`src/rtl/mul_sequencer_pkg.sv`:
```
// mul_sequencer_pkg: shared state encodings and requester IDs for the multiplier sequencer
package mul_sequencer_pkg;
  localparam logic [1:0] S_IDLE = 2'd0;
  localparam logic [1:0] S_RUN  = 2'd1;
  localparam logic [1:0] S_FIX  = 2'd2;
  localparam logic [1:0] S_DONE = 2'd3;
  localparam logic REQ_INT = 1'b0;
  localparam logic REQ_FPU = 1'b1;
endpackage

```
`src/rtl/mul_sequencer_if.sv`:
```
// mul_sequencer_if: two-requester multiply bus with result/status lines
interface mul_sequencer_if #(parameter int WIDTH = 32);
  logic                 req0_valid;
  logic [WIDTH-1:0]     req0_a;
  logic [WIDTH-1:0]     req0_b;
  logic                 req0_signed;
  logic                 req0_ready;
  logic                 req1_valid;
  logic [WIDTH-1:0]     req1_a;
  logic [WIDTH-1:0]     req1_b;
  logic                 req1_signed;
  logic                 req1_ready;
  logic                 flush;
  logic                 busy;
  logic                 done;
  logic                 done_id;
  logic [2*WIDTH-1:0]   product;
  modport master (
    output req0_valid, req0_a, req0_b, req0_signed,
    output req1_valid, req1_a, req1_b, req1_signed, flush,
    input  req0_ready, req1_ready, busy, done, done_id, product
  );
  modport slave (
    input  req0_valid, req0_a, req0_b, req0_signed,
    input  req1_valid, req1_a, req1_b, req1_signed, flush,
    output req0_ready, req1_ready, busy, done, done_id, product
  );
endinterface

```
`src/rtl/mul_sequencer_rr_arbiter2.sv`:
```
// rr_arbiter2: two-way round-robin grant with last-grant memory
module rr_arbiter2
  import mul_sequencer_pkg::*;
(
  input  logic clk,
  input  logic reset,
  input  logic i_valid0,
  input  logic i_valid1,
  input  logic i_accept,
  output logic o_grant
);
  logic r_last;
  assign o_grant = (i_valid0 & i_valid1) ? ~r_last : i_valid1;
  // remember the winner so a tie next time goes to the other requester
  always_ff @(posedge clk or negedge reset)
    if (!reset) r_last <= REQ_FPU;
    else if (i_accept) r_last <= o_grant;
endmodule

```
`src/rtl/mul_sequencer.sv`:
```
// mul_sequencer: shared iterative shift-add multiplier with round-robin request sequencing
module mul_sequencer
  import mul_sequencer_pkg::*;
#(
  parameter int WIDTH = 32,
  parameter int CNTW  = $clog2(WIDTH) + 1
) (
  input  logic            clk,
  input  logic            reset,
  mul_sequencer_if.slave  bus
);
  logic [1:0]         r_state;
  logic [WIDTH-1:0]   r_mcand;
  logic [WIDTH-1:0]   r_mplr;
  logic [WIDTH-1:0]   r_acc;
  logic [CNTW-1:0]    r_cnt;
  logic               r_neg;
  logic               r_id;
  logic [2*WIDTH-1:0] r_product;
  logic               w_grant;
  logic               w_idle;
  logic               w_accept;
  logic [WIDTH-1:0]   w_a;
  logic [WIDTH-1:0]   w_b;
  logic               w_s;
  logic [WIDTH:0]     w_sum;
  logic [2*WIDTH-1:0] w_full;

  rr_arbiter2 u_arb (
    .clk      (clk),
    .reset    (reset),
    .i_valid0 (bus.req0_valid),
    .i_valid1 (bus.req1_valid),
    .i_accept (w_accept),
    .o_grant  (w_grant)
  );

  assign w_idle         = r_state == S_IDLE;
  assign bus.req0_ready = reset & w_idle & ~bus.flush & bus.req0_valid & (w_grant == REQ_INT);
  assign bus.req1_ready = reset & w_idle & ~bus.flush & bus.req1_valid & (w_grant == REQ_FPU);
  assign w_accept       = (bus.req0_valid & bus.req0_ready) | (bus.req1_valid & bus.req1_ready);
  assign w_a            = w_grant ? bus.req1_a : bus.req0_a;
  assign w_b            = w_grant ? bus.req1_b : bus.req0_b;
  assign w_s            = w_grant ? bus.req1_signed : bus.req0_signed;
  assign w_sum          = {1'b0, r_acc} + (r_mplr[0] ? {1'b0, r_mcand} : '0);
  assign w_full         = {r_acc, r_mplr};
  assign bus.busy       = ~w_idle;
  assign bus.done       = r_state == S_DONE;
  assign bus.done_id    = r_id;
  assign bus.product    = r_product;

  // sequencer FSM and shift-add datapath; magnitudes are multiplied, sign applied in FIX
  always_ff @(posedge clk or negedge reset)
    if (!reset) begin
      r_state   <= S_IDLE;
      r_mcand   <= '0;
      r_mplr    <= '0;
      r_acc     <= '0;
      r_cnt     <= '0;
      r_neg     <= 1'b0;
      r_id      <= REQ_INT;
      r_product <= '0;
    end else if (w_accept) begin
      r_mcand <= (w_s & w_a[WIDTH-1]) ? -w_a : w_a;
      r_mplr  <= (w_s & w_b[WIDTH-1]) ? -w_b : w_b;
      r_neg   <= w_s & (w_a[WIDTH-1] ^ w_b[WIDTH-1]);
      r_id    <= w_grant;
      r_acc   <= '0;
      r_cnt   <= '0;
      r_state <= S_RUN;
    end else if (r_state == S_RUN) begin
      if (bus.flush) r_state <= S_IDLE;
      else begin
        r_acc  <= w_sum[WIDTH:1];
        r_mplr <= {w_sum[0], r_mplr[WIDTH-1:1]};
        r_cnt  <= r_cnt + 1'b1;
        if (r_cnt == CNTW'(WIDTH - 1)) r_state <= S_FIX;
      end
    end else if (r_state == S_FIX) begin
      r_state <= bus.flush ? S_IDLE : S_DONE;
      if (!bus.flush) r_product <= r_neg ? -w_full : w_full;
    end else if (r_state == S_DONE) r_state <= S_IDLE;
endmodule

```
`src/flat_wrapper.sv`:
```
// flat-port wrapper written by rule: the top's interface ports become plain ports
module mul_sequencer_flat import mul_sequencer_pkg::*;
#(
  parameter int WIDTH = 32,
  parameter int CNTW  = $clog2(WIDTH) + 1
)
  (clk, reset, bus_req0_valid, bus_req0_a, bus_req0_b, bus_req0_signed, bus_req1_valid, bus_req1_a, bus_req1_b, bus_req1_signed, bus_flush, bus_req0_ready, bus_req1_ready, bus_busy, bus_done, bus_done_id, bus_product);
  mul_sequencer_if #(.WIDTH(WIDTH)) bus_i ();
  input  logic clk;
  input  logic reset;
  input wire logic [$bits(bus_i.req0_valid)-1:0] bus_req0_valid;
  input wire logic [$bits(bus_i.req0_a)-1:0] bus_req0_a;
  input wire logic [$bits(bus_i.req0_b)-1:0] bus_req0_b;
  input wire logic [$bits(bus_i.req0_signed)-1:0] bus_req0_signed;
  input wire logic [$bits(bus_i.req1_valid)-1:0] bus_req1_valid;
  input wire logic [$bits(bus_i.req1_a)-1:0] bus_req1_a;
  input wire logic [$bits(bus_i.req1_b)-1:0] bus_req1_b;
  input wire logic [$bits(bus_i.req1_signed)-1:0] bus_req1_signed;
  input wire logic [$bits(bus_i.flush)-1:0] bus_flush;
  output wire logic [$bits(bus_i.req0_ready)-1:0] bus_req0_ready;
  output wire logic [$bits(bus_i.req1_ready)-1:0] bus_req1_ready;
  output wire logic [$bits(bus_i.busy)-1:0] bus_busy;
  output wire logic [$bits(bus_i.done)-1:0] bus_done;
  output wire logic [$bits(bus_i.done_id)-1:0] bus_done_id;
  output wire logic [$bits(bus_i.product)-1:0] bus_product;
  assign bus_i.req0_valid = bus_req0_valid;
  assign bus_i.req0_a = bus_req0_a;
  assign bus_i.req0_b = bus_req0_b;
  assign bus_i.req0_signed = bus_req0_signed;
  assign bus_i.req1_valid = bus_req1_valid;
  assign bus_i.req1_a = bus_req1_a;
  assign bus_i.req1_b = bus_req1_b;
  assign bus_i.req1_signed = bus_req1_signed;
  assign bus_i.flush = bus_flush;
  assign bus_req0_ready = bus_i.req0_ready;
  assign bus_req1_ready = bus_i.req1_ready;
  assign bus_busy = bus_i.busy;
  assign bus_done = bus_i.done;
  assign bus_done_id = bus_i.done_id;
  assign bus_product = bus_i.product;
  mul_sequencer #(.WIDTH(WIDTH), .CNTW(CNTW)) u_core (.clk(clk), .reset(reset), .bus(bus_i));
endmodule
```
`config.mk`:
```
export PLATFORM = sky130hd
export DESIGN_NAME = mul_sequencer_flat
export DESIGN_NICKNAME = d
export VERILOG_FILES = /design/src/rtl/mul_sequencer_pkg.sv /design/src/rtl/mul_sequencer_if.sv /design/src/rtl/mul_sequencer_rr_arbiter2.sv /design/src/rtl/mul_sequencer.sv /design/src/flat_wrapper.sv
export SDC_FILE = /design/constraint.sdc
export NUM_CORES = 1
export LEC_CHECK = 0
export ABC_AREA = 1
export CAP_MARGIN = 40
export CORE_UTILIZATION = 55
export DETAILED_ROUTE_END_ITERATION = 8
export DONT_BUFFER_PORTS = 1
export GPL_TIMING_DRIVEN = 0
export PLACE_DENSITY = 0.83
export SYNTH_ARGS = -nofsm -noshare
export SYNTH_HDL_FRONTEND = slang
export SYNTH_SLANG_ARGS = --single-unit
```
`constraint.sdc`:
```
create_clock -name clk -period 2.75 [get_ports clk]
set_input_delay 0.275 -clock clk [delete_from_list [all_inputs] [get_ports clk]]
set_output_delay 0.275 -clock clk [all_outputs]
set_load 0.02 [all_outputs]
```
* After elaboration in Yosys (flattened, before gate mapping)
Index checks and enable logic that the tools add are counted.
** Word-level totals
- Flip-flop bits (word level) :: 171
- Latch bits :: 0
- Memory bits (writable) :: 0
- Bits in read-only memories :: 0
- Output and inout port bits :: 69
- Logic and storage cells :: 70
- Memories :: 0
** Operators by class
- $add $sub $neg :: 5
- Multipliers :: 0
- Divide/modulo/power cells :: 0
- Magnitude comparators :: 0
- Equality and inequality tests :: 6
- Shift-type cells :: 0
- Multiplexer cells :: 24
- Bitwise logic cells :: 20
- Reduce and logical (&&, ||, !) cells :: 6
** Operators with widths (count)
- 32-bit 2-to-1 mux :: 11
- 64-bit 2-to-1 mux :: 1
- 32-bit negation :: 2
- 64-bit negation :: 1
- 32-bit by 33-bit adder with 33-bit output :: 1
- 6-bit 2-to-1 mux :: 3
- 2-bit 2-to-1 mux :: 7
- 1-bit bitwise AND :: 12
- 6-bit by 1-bit adder with 6-bit output, second input constant :: 1
- 6-bit by 5-bit == test with 1-bit output, second input constant :: 1
- 1-bit inverter :: 6
- 2-bit == test, second input constant :: 2
- 4-bit inequality test, second input constant :: 1
- 2-bit AND reduction :: 2
- 4-bit AND reduction :: 1
- 4-bit nonzero test :: 1
- 2-bit by 1-bit == test with 1-bit output, second input constant :: 1
- 2-bit logical NOT :: 1
- 1-bit 2-to-1 mux :: 2
- 2-bit by 1-bit inequality test with 1-bit output, second input constant :: 1
- 2-bit nonzero test :: 1
- 1-bit bitwise OR :: 1
- 1-bit XOR :: 1

* Longest topological paths before layout
Gate-level depths: netlist (run 1).
- Depth after elaboration :: 9
- Mapped depth :: 18

* Hierarchy
Synthesis (run 1) repeated with hierarchy kept, for this count alone.
** Unflattened totals
- Cell total of the unflattened synthesis :: 2345
- Area, all modules :: 14440.1 µm²
** Modules (own cells, without submodules)
- mul_sequencer :: instances 1, cells an instance 2338, area each 14387.5 µm², seq. area each 4254.1 µm²
- rr_arbiter2 :: instances 1, cells an instance 7, area each 52.6 µm², seq. area each 26.3 µm²

* Least setup slack after synthesis (run 1)
No wires, ideal clock.
- Kind :: reg-to-reg
- Start point :: register u_core.r_mplr[0]
- End point :: register u_core.r_acc[29]
- Setup time :: 0.118 ns
- Arrival time :: 2.605 ns
- Path slack :: 0.027 ns
- Cell stages (with the launch flop) :: 18
- Buffers on the path :: 2
- Path through :: dfrtp_1 -> buf_2 -> buf_1 -> nand2_1 -> inv_1 -> ha_1 -> inv_1 -> fa_1 -> inv_1 -> nand2_1 -> o21ai_1 -> a21oi_1 -> o21ai_0 -> nand4_1 -> nand2_1 -> nand2_1 -> nand3_1 -> nand2_1
** Between the ends
- Cells in the longest elaborated chain, start to end :: 5
** RTL lines
- start: declaration :: line mul_sequencer.sv:14 : logic [WIDTH-1:0] r_mplr;
- start signal: assignment :: line mul_sequencer.sv:65 : r_mplr <= (w_s & w_b[WIDTH-1]) ? -w_b : w_b;
- start signal: assignment :: line mul_sequencer.sv:75 : r_mplr <= {w_sum[0], r_mplr[WIDTH-1:1]};
- 32-bit 2-to-1 mux :: line mul_sequencer.sv:45 : assign w_sum = {1'b0, r_acc} + (r_mplr[0] ? {1'b0, r_mcand} : '0);
- 32-bit by 33-bit adder with 33-bit output :: line mul_sequencer.sv:45
- 32-bit 2-to-1 mux :: line mul_sequencer.sv:72 : if (bus.flush) r_state <= S_IDLE;
- 32-bit 2-to-1 mux :: line mul_sequencer.sv:71 : end else if (r_state == S_RUN) begin
- 32-bit 2-to-1 mux :: line mul_sequencer.sv:63 : end else if (w_accept) begin
- end signal: assignment :: line mul_sequencer.sv:74 : r_acc <= w_sum[WIDTH:1];
- end: declaration :: line mul_sequencer.sv:15 : logic [WIDTH-1:0] r_acc;
No other way between the ends. The select of a mux whose other input is x is not followed.
A chain may end at the register's enable or synchronous reset.

* Final worst setup path (run 1)
- Start point :: register u_core.r_mplr[0]
- End point :: register u_core.r_acc[22]
Same word-level chain as after synthesis.

==> flow_metrics.tcl, run 1 <==
set metrics [dict create \
    cts-root-buf "clkbuf_16" \
    path_max_fanout 5 \
    die_x_microns 163 \
    synth_enable_flop_cells 0 \
    max_freq_mhz 367 \
    drc 0 \
    path_class "flip-flop to flip-flop" \
    grt_overflow 0 \
    p_leak_nw 7.65 \
    grt_pass1_wl_mm 80.3 \
    synthArstFlopShare_pct 100 \
    ir_worst_vdd_mv 0.577 \
    hold_violations 171 \
    status "finished with violations" \
    max_cap_violations 0 \
    critPathSlowestCell "dfrtp_1" \
    hp-class "input port to async pin" \
    rows 58 \
    violations "negative hold slack" \
    io_buffers 0 \
    timing.hold.ws_ns -0.483 \
    synth_top_family_by_area "simple AND/OR/NAND/NOR gates" \
    htreeDepth 4 \
    drive_above_1_share_pct 9.08 \
    synthAdderAreaFrac_pct 3.31 \
    diodes 0 \
    avgSynthCellArea_sq_um 6.32 \
    synthMuxAreaShare_pct 0 \
    wl_mm 52.1 \
    yosysUniqueCellTypes 51 \
    cts_sinks 171 \
    die_area_sq_um 26500 \
    cp.required_ns 3.04 \
    slew_viol_final 0 \
    pwr_density_cell_nw_per_um2 1050 \
    worst_pin_slew_ns 0.785 \
    synth_compound_area_share_pct 11.8 \
    finalSetupViolCount 0 \
    routedWlPerCell_microns 19.9 \
    grt_pass1_vias 14600 \
    synthFlopType "dfrtp_1" \
    worstSetupEndpointType "flip-flop" \
    synth-xor-area-share_pct 3.26 \
    ios 204 \
    max_stage_delay_ns 0.38 \
    crit_arrival_ns 3.02 \
    fin_nets 2452 \
    core_sq_um 25300 \
    crit_chain "buf_6 -> buf_4 -> nand2_1 -> inv_1 -> ha_1 -> a21oi_1 -> nand2_2 -> nand2_1 -> nand3_2 -> nand2_1 -> nand2_2 -> nand2_1 -> nand2_1 -> o21ai_1 -> o21ai_0" \
    rsz0062_at_grt "yes" \
    cp_top_family "simple AND/OR/NAND/NOR gates" \
    drt_iter0_drc 1583 \
    rr_worst_depth 15 \
    relSlewSlack_pct 47.4 \
    finalCriticalPeriod_ns 2.72 \
    antenna_found_initial 1 \
    grtUsageTotal_pct 40.1 \
    cts_made_buffers 17 \
    clk_latency_ns 0.45 \
    fill_cells 2429 \
    most-common-layout-cells "735 x nand2_1, 249 x inv_1, 216 x nor2_1" \
    start_kind "flip-flop" \
    crit_path_frequent_cell "nand2_1" \
    fp.dieH_microns 163 \
    place_congestion 1.01 \
    yosys.area_share.simple_pct 41.5 \
    skew_ns 0.0139 \
    cts_tree "done" \
    critical_path_depth 15 \
    final_common_cell "nand2_1" \
    via_count 15300 \
    dr.pass1.iters 6 \
    ys_warn_count 0 \
    dp_hpwl_mm 42.7 \
    area_growth_syn_to_layout_pct 8.53 \
    post-route-period-util_pct 99.1 \
    ant_nets 0 \
    post_drt_via_cell_ratio 5.85 \
    ys_seq_elements 171 \
    syn-cell-area_sq_um 14200 \
    multi_input_area_sq_um 8670 \
    grt_max_degree 173 \
    start_util_pct 56.4 \
    regArea_sq_um 4280 \
    path_buf_inv 3 \
    ys_seq_area_share_pct 30.1 \
    clockBufferDepth 2 \
    path_clk_slew_ns 0.07 \
    setup_tns_ns 0 \
    syn-num-nets 2424 \
    postSynthCellCount 2252 \
]
==> final timing paths <==
path / start / to / slack [ns]
min in group clk: bus_req1_b[0] / u_core.r_mplr[0] / 0.10
max in group asynchronous: reset / u_core.u_arb.r_last / 2.93
worst max-delay path: u_core.r_mplr[0] / u_core.r_acc[22] / 0.03
worst max register to register: u_core.r_mplr[0] / u_core.r_acc[22] / 0.03
worst min register to register: u_core.r_mcand[19] / u_core.r_mcand[19] / 0.48
worst min-delay path: reset / u_core.bus.product[15] / -0.48
==> routing by layer <==
| metal | GRT usage (%) | share of wire (%) | vias up |
|---|---|---|---|
| li1 | - | - | 7349 |
| met1 | 52.1 | 41 | 6981 |
| met2 | 64.1 | 45 | 886 |
| met3 | 5.53 | 9.0 | 125 |
| met4 | 22.2 | 5.3 | 0 |
| met5 | 0 | 0 | - |
==> registers in the layout, indices dropped and copies added (netlist names) <==
name / flops
u_core.r_state: 2
u_core.r_acc: 32
u_core.r_neg: 1
u_core.bus.product: 64
u_core.r_mcand: 32
u_core.u_arb.r_last: 1
u_core.bus.done_id: 1
u_core.r_cnt: 6
u_core.r_mplr: 32
==> kinds of logic after synthesis <==
logic type               count (synthesis)
AO/OA/AOI/OAI                          293
XOR/XNOR                                53
adder cells (fa/ha/maj)                 37
buffers and inverters                  345
flip-flops                             171
AND/OR/NAND/NOR                       1353
==> through the flow <==
step	std cells	total power, mW	area (sq um)	utilization (%)	setup WS, ns
after floorplan	2252	10.8	14200	-	0.0266
after global placement	2582	13.2	14600	58.0	-0.846
after detailed placement	2583	13.4	14700	58.0	-0.928
after CTS	2618	15.9	15300	60.6	0.000210
after global routing	2622	17.3	15400	61.2	-0.0660
final	2622	16.2	15400	61.2	0.0251
==> layout make-up <==
type / instances / area share, %
Multi-Input combinational cell: 1736 / 56.1
Tap cell: 330 / 2.67
Sequential cell: 171 / 27.7
Timing Repair Buffer: 9 / 0.421
Clock inverter: 12 / 0.859
Buffer: 78 / 2.86
Clock buffer: 19 / 2.87
Inverter: 267 / 6.49
==> cell usage after synthesis, types with 19 or more instances <==
cell / n / share of area [%]
nand3b_1: 33 / 1.7
nand2_2: 26 / 1.1
o22ai_1: 23 / 1.0
inv_1: 251 / 6.6
o21ai_0: 107 / 3.8
a21oi_1: 72 / 2.5
nor2_1: 219 / 5.8
o21ai_1: 19 / 0.67
nand2_1: 739 / 19
xor2_1: 44 / 2.7
clkbuf_1: 34 / 0.90
ha_1: 36 / 3.2
nand3_1: 212 / 7.5
nand4_1: 43 / 1.9
nor3_1: 31 / 1.1
buf_2: 22 / 0.77
dfrtp_1: 170 / 30
==> where the power goes <==
part	total (mW)	internal, mW	switching (mW)
Clock	2.46	1.30	1.16
Sequential	5.42	3.64	1.78
Combinational	8.35	2.68	5.67
==> worst register-to-register path: cells and delay by family (launching register included) <==
kind	cells	cell delay, ns
and+or+nand+nor	8	0.82
buffers and inverters	3	0.35
adders and majority gates	1	0.35
DFF	1	0.38
AOI/OAI and AO/OA	3	0.67
==> what timing repair did <==
action / in CTS / in global routing
endpoints found under the setup margin: 23 / 31
setup buffers: 4 / 4
hold endpoints to repair: 171 / 171
resized for setup: 17 / 39
pin swaps: 4 / 11
(Power assumes the default switching activity.)
==> run 2, diff against run 1 <==
--- a/config.mk
+++ b/config.mk
@@ -7,11 +7,12 @@
 export LEC_CHECK = 0
 export ABC_AREA = 1
 export CAP_MARGIN = 40
-export CORE_UTILIZATION = 55
+export CORE_MARGIN = 1.5
+export CORE_UTILIZATION = 51
 export DETAILED_ROUTE_END_ITERATION = 8
-export DONT_BUFFER_PORTS = 1
 export GPL_TIMING_DRIVEN = 0
-export PLACE_DENSITY = 0.83
+export PLACE_DENSITY = 0.88
+export SLEW_MARGIN = 40
 export SYNTH_ARGS = -nofsm -noshare
 export SYNTH_HDL_FRONTEND = slang
 export SYNTH_SLANG_ARGS = --single-unit
==> flow_metrics.tcl, run 2 (synthesis gave the netlist of run 1 again) <==
set metrics [dict create \
    grt_overflow 0 \
    max_cap_violations 0 \
    final_area_sq_um 17700 \
    hp-class "flip-flop to flip-flop" \
    clk_latency_ns 0.44 \
    post-route-period-util_pct 97.5 \
    htreeDepth 4 \
    ios 204 \
    path_buf_inv 3 \
    min-delay-start "u_core.u_arb.r_last" \
    drive_above_1_share_pct 8.83 \
    fp.dieH_microns 170 \
    diodes 0 \
    cts_tree "done" \
    fin_cells 2874 \
    worstSetupEndpointType "flip-flop" \
    cts_sinks 171 \
    wl_mm 53.5 \
    skew_ns 0.0183 \
    largest_reg_flops 64 \
    start_util_pct 52.4 \
    grtUsageTotal_pct 37.8 \
    crit_arrival_ns 2.98 \
    fin_nets 2661 \
    dr.pass1.iters 6 \
    cts-root-buf "clkbuf_16" \
    cp_top_family "compound AO/OA/AOI/OAI gates" \
    critPathSlowestCell "dfrtp_1" \
    clockBufferDepth 2 \
    drc 0 \
    max_stage_delay_ns 0.38 \
    hold_end "u_core.u_arb.r_last" \
    finalCriticalPeriod_ns 2.68 \
    rrSetupSlack_ns 0.07 \
    grt_pass1_vias 15200 \
    place_inst 2829 \
    p_leak_nw 8.51 \
    r2r-start "u_core.r_mplr[0]" \
    fill_cells 2498 \
    grt_pass1_wl_mm 83.2 \
    most-common-layout-cells "736 x nand2_1, 249 x inv_1, 214 x nor2_1" \
    routedWlPerCell_microns 18.6 \
    relSlewSlack_pct 43.4 \
    ant_nets 0 \
    final_core_util_pct 65.3 \
    pwr_density_cell_nw_per_um2 974 \
    worstHoldPathCells 2 \
    setup_tns_ns 0 \
    die_area_sq_um 28900 \
    r2r-end "u_core.r_acc[16]" \
    rsz0062_at_grt "yes" \
    grt_max_degree 79 \
    crit_chain "buf_6 -> buf_2 -> nand2_1 -> inv_1 -> ha_1 -> a21oi_2 -> o21ai_0 -> a21oi_1 -> nand3_1 -> or2_2 -> nand3_1 -> o21ai_0" \
    path_class "flip-flop to flip-flop" \
    final_common_cell "nand2_1" \
    dp_hpwl_mm 44.1 \
    post_drt_via_cell_ratio 5.59 \
    start_kind "flip-flop" \
    antenna_found_initial 0 \
    hold_violations 0 \
    rows 60 \
    finalSetupViolCount 0 \
    io_buffers 203 \
    ir_worst_vdd_mv 0.582 \
    p_total_mw 17.3 \
    max_freq_mhz 373 \
    via_count 16100 \
    cp.required_ns 3.05 \
    rr_worst_depth 12 \
    place_congestion 1.01 \
    path_max_fanout 10 \
    slew_viol_final 0 \
    worst_pin_slew_ns 0.844 \
    area_growth_syn_to_layout_pct 24.6 \
    die_x_microns 170 \
    drt_iter0_drc 1576 \
    cts_made_buffers 17 \
    path_clk_slew_ns 0.08 \
    postPlaceCellArea_sq_um 16800 \
    core_sq_um 27200 \
    status "complete, no violations" \
]
[run 2: cell count changes in the layout (fill, tap and decap cells not counted), moves of 4 or more]
cell	previous run	this run
buf_16	0	4
inv_8	1	6
a21oi_2	3	8
clkdlybuf4s50_1	0	202
a21oi_1	66	62
[run 2: per-layer routing]
metal | vias up | share of wire [%] | track usage, %
met3 | 148 | 7.8 | 4.49
met5 | - | 0 | 0
met2 | 817 | 44 | 61.5
met4 | 0 | 5.9 | 19.9
li1 | 7766 | - | -
met1 | 7333 | 42 | 49.2
[run 2: through the flow]
step / hold slack (ns) / setup WS (ns)
after global routing: 0.497 / -0.146
final: 0.471 / 0.0700
after floorplan: -0.0206 / 0.0266
after detailed placement: 0.149 / -0.884
after CTS: 0.472 / 0.00523
after global placement: 0.459 / -6.57
[run 2: how the worst max path moves through the flow]
stage                                start                 to  slack [ns]  cells after the start
final                     u_core.r_mplr[0]   u_core.r_acc[16]        0.07                     12
after global routing      u_core.r_mplr[0]   u_core.r_acc[16]       -0.15                     12
after CTS                 u_core.r_mplr[0]   u_core.r_acc[29]       0.005                     17
after detailed placement  u_core.r_mplr[0]   u_core.r_acc[29]       -0.88                     17
after global placement               reset  u_core.r_mplr[25]       -6.57                      8
after floorplan           u_core.r_mplr[0]   u_core.r_acc[29]        0.03                     17
[run 2: cell type report]
type	instances	area, sq um	area share, %
multi-input cells	1736	8700	49.0
flip-flops and latches	171	4280	24.1
repair buffers	218	2260	12.8
inverters	267	1000	5.65
well taps	372	465	2.62
plain buffers	78	445	2.51
clock buffers	18	439	2.48
clock inverters	14	145	0.818
[run 2: where the power goes]
part	internal [mW]	switching, mW	leakage (nW)
clock	1.24	1.18	0.290
sequential	3.64	1.13	2.15
combinational	3.62	6.46	6.06
total	8.50	8.77	8.51
[run 2: what timing repair did]
| action | CTS | global route |
|---|---|---|
| endpoints found under the hold margin | 26 | 0 |
| hold buffers | 7 | 0 |
| gates resized for setup | 20 | 40 |
| buffers inserted | 2 | 4 |
| pin swaps | 2 | 9 |
| setup endpoints to repair | 21 | 28 |
| cloned | 0 | 0 |
[run 2: tightest hold or removal path: cells and delay by family, from the launching register on]
| family | cells | cell delay, ns |
|---|---|---|
| flops | 1 | 0.38 |
| simple gates | 2 | 0.09 |
==> run 3, diff against run 2 <==
--- a/config.mk
+++ b/config.mk
@@ -11,7 +11,7 @@
 export CORE_UTILIZATION = 51
 export DETAILED_ROUTE_END_ITERATION = 8
 export GPL_TIMING_DRIVEN = 0
-export PLACE_DENSITY = 0.88
+export PLACE_DENSITY = 0.76
 export SLEW_MARGIN = 40
 export SYNTH_ARGS = -nofsm -noshare
 export SYNTH_HDL_FRONTEND = slang
==> flow_metrics.tcl, run 3 (synthesis gave the netlist of run 1 again) <==
set metrics [dict create \
    status "complete, no violations" \
    diodes 0 \
    place_congestion 0.978 \
    die_area_sq_um 28900 \
    relSlewSlack_pct 45.5 \
    start_kind "flip-flop" \
    final_common_cell "nand2_1" \
    cts_tree "done" \
    largest_reg_flops 64 \
    most-common-layout-cells "738 x nand2_1, 250 x inv_1, 214 x nor2_1" \
    rsz0062_at_grt "yes" \
    drive_above_1_share_pct 8.35 \
    finalCriticalPeriod_ns 2.68 \
    rows 60 \
    io_buffers 203 \
    final_core_util_pct 65.2 \
    finalSetupViolCount 0 \
    post-route-period-util_pct 97.4 \
    rr_worst_depth 15 \
    wl_mm 54.7 \
    hold_violations 0 \
    cp.required_ns 3.10 \
    crit_arrival_ns 3.02 \
    dr.pass1.iters 8 \
    drt_iter0_drc 1607 \
    clockBufferDepth 2 \
    start_util_pct 52.4 \
    antenna_found_initial 0 \
    fill_cells 2497 \
    ios 204 \
    place_inst 2829 \
    regArea_sq_um 4280 \
    ant_nets 0 \
    grt_max_degree 79 \
    drc 0 \
    path_class "flip-flop to flip-flop" \
    path_clk_slew_ns 0.08 \
    cts_made_buffers 17 \
    worst_pin_slew_ns 0.809 \
    pwr_density_cell_nw_per_um2 984 \
    area_growth_syn_to_layout_pct 24.6 \
    fin_nets 2662 \
    max_cap_violations 0 \
    worstSetupEndpointType "flip-flop" \
    rrSetupSlack_ns 0.07 \
    finalWorstSetupSlack_ns 0.0724 \
    grt_pass1_vias 15300 \
    via_count 16100 \
    pre_cts_ws_ns -0.947 \
    post_drt_via_cell_ratio 5.59 \
    slew_viol_final 0 \
    core_sq_um 27200 \
    endpoint "u_core.bus.product[56]" \
    grt_overflow 0 \
    hp-class "flip-flop to flip-flop" \
    max_freq_mhz 373 \
    skew_ns 0.0168 \
    dp_hpwl_mm 44.7 \
    routedWlPerCell_microns 19.0 \
    path_max_fanout 7 \
    fp.dieH_microns 170 \
    multi_input_area_sq_um 8670 \
    die_x_microns 170 \
    htreeDepth 4 \
    r2r-end "u_core.bus.product[56]" \
    grtUsageTotal_pct 38.1 \
    fin_cells 2875 \
    worstSetupStartpoint "u_core.r_mplr[0]" \
    grt_pass1_wl_mm 83.6 \
    cts-root-buf "clkbuf_16" \
    r2r-start "u_core.r_mplr[0]" \
    p_leak_nw 8.52 \
    cts_sinks 171 \
    ir_worst_vdd_mv 0.527 \
    clk_latency_ns 0.45 \
]
run 3: cell types whose count changed in the layout (fill, tap and decap cells not counted), moves of 3 or more:
cell,change
clkinv_4,-3
ha_2,-4
ha_1,+4
clkbuf_2,+3
clkinvlp_4,+3
a21oi_2,-5
a21oi_1,+5
inv_8,-5
run 3: stage by stage:
stage               TNS [ns]  area (sq um)  power, mW  hold slack [ns]
global route          -0.119         17700       18.6            0.497
global placement    -1551.01         16700       14.2            0.458
floorplan                  0         14200       10.8          -0.0206
CTS                  -0.0561         17600       17.1            0.473
finish                     0         17700       17.5            0.475
detailed placement    -11.15         16800       14.5            0.145
run 3: cell type report:
| class | count | share of cell area, % |
|---|---|---|
| multi-input combinational | 1736 | 48.9 |
| sequential | 171 | 24.1 |
| timing repair buffer | 219 | 12.8 |
| inverter | 267 | 5.65 |
| tap | 372 | 2.62 |
| clock buffer | 19 | 2.50 |
| buffer | 78 | 2.50 |
| clock inverter | 13 | 0.896 |
run 3: worst min-delay path by stage:
stage	depth (start not counted)	slack [ns]	startpoint	end
final	2	0.47	u_core.u_arb.r_last	u_core.u_arb.r_last
after global routing	2	0.50	u_core.bus.product[39]	u_core.bus.product[39]
after CTS	2	0.47	u_core.u_arb.r_last	u_core.u_arb.r_last
after detailed placement	1	0.15	reset	u_core.bus.product[29]
after global placement	2	0.46	u_core.u_arb.r_last	u_core.u_arb.r_last
after floorplan	0	-0.02	reset	u_core.bus.done_id
run 3: repair_timing:
item / CTS / global route
setup endpoints to repair: 21 / 26
pin swaps: 3 / 5
buffers inserted: 3 / 4
endpoints found under the hold margin: 24 / 0
resized for setup: 16 / 33
hold buffers: 7 / 0
run 3: worst max-delay path: stages, from the launching register on:
cell     delay (ns)
dfrtp_1        0.38
buf_6          0.14
buf_4          0.15
inv_1          0.09
ha_1           0.25
nand2_1        0.16
nor2_1         0.23
inv_1          0.10
nor2_1         0.53
nand2_1        0.14
nand2_1        0.09
nand2_1        0.05
nand2_1        0.07
nand2_1        0.07
nand2_1        0.07
nand2_1        0.05
run 3: metal layers:
metal  vias to the layer above  global-route usage, %  part of all wire (%)
met5                         -                      0                     0
met4                         0                   19.5                   5.2
met3                       137                   6.63                   9.3
met2                       884                   61.8                    45
met1                      7308                   48.8                    40
li1                       7756                      -                     -
run 3: power breakdown:
part           internal (mW)  switching (mW)  total (mW)
combinational           3.61            6.51        10.1
sequential              3.64            1.15        4.79
clock                   1.39            1.16        2.54
total                   8.64            8.82        17.5
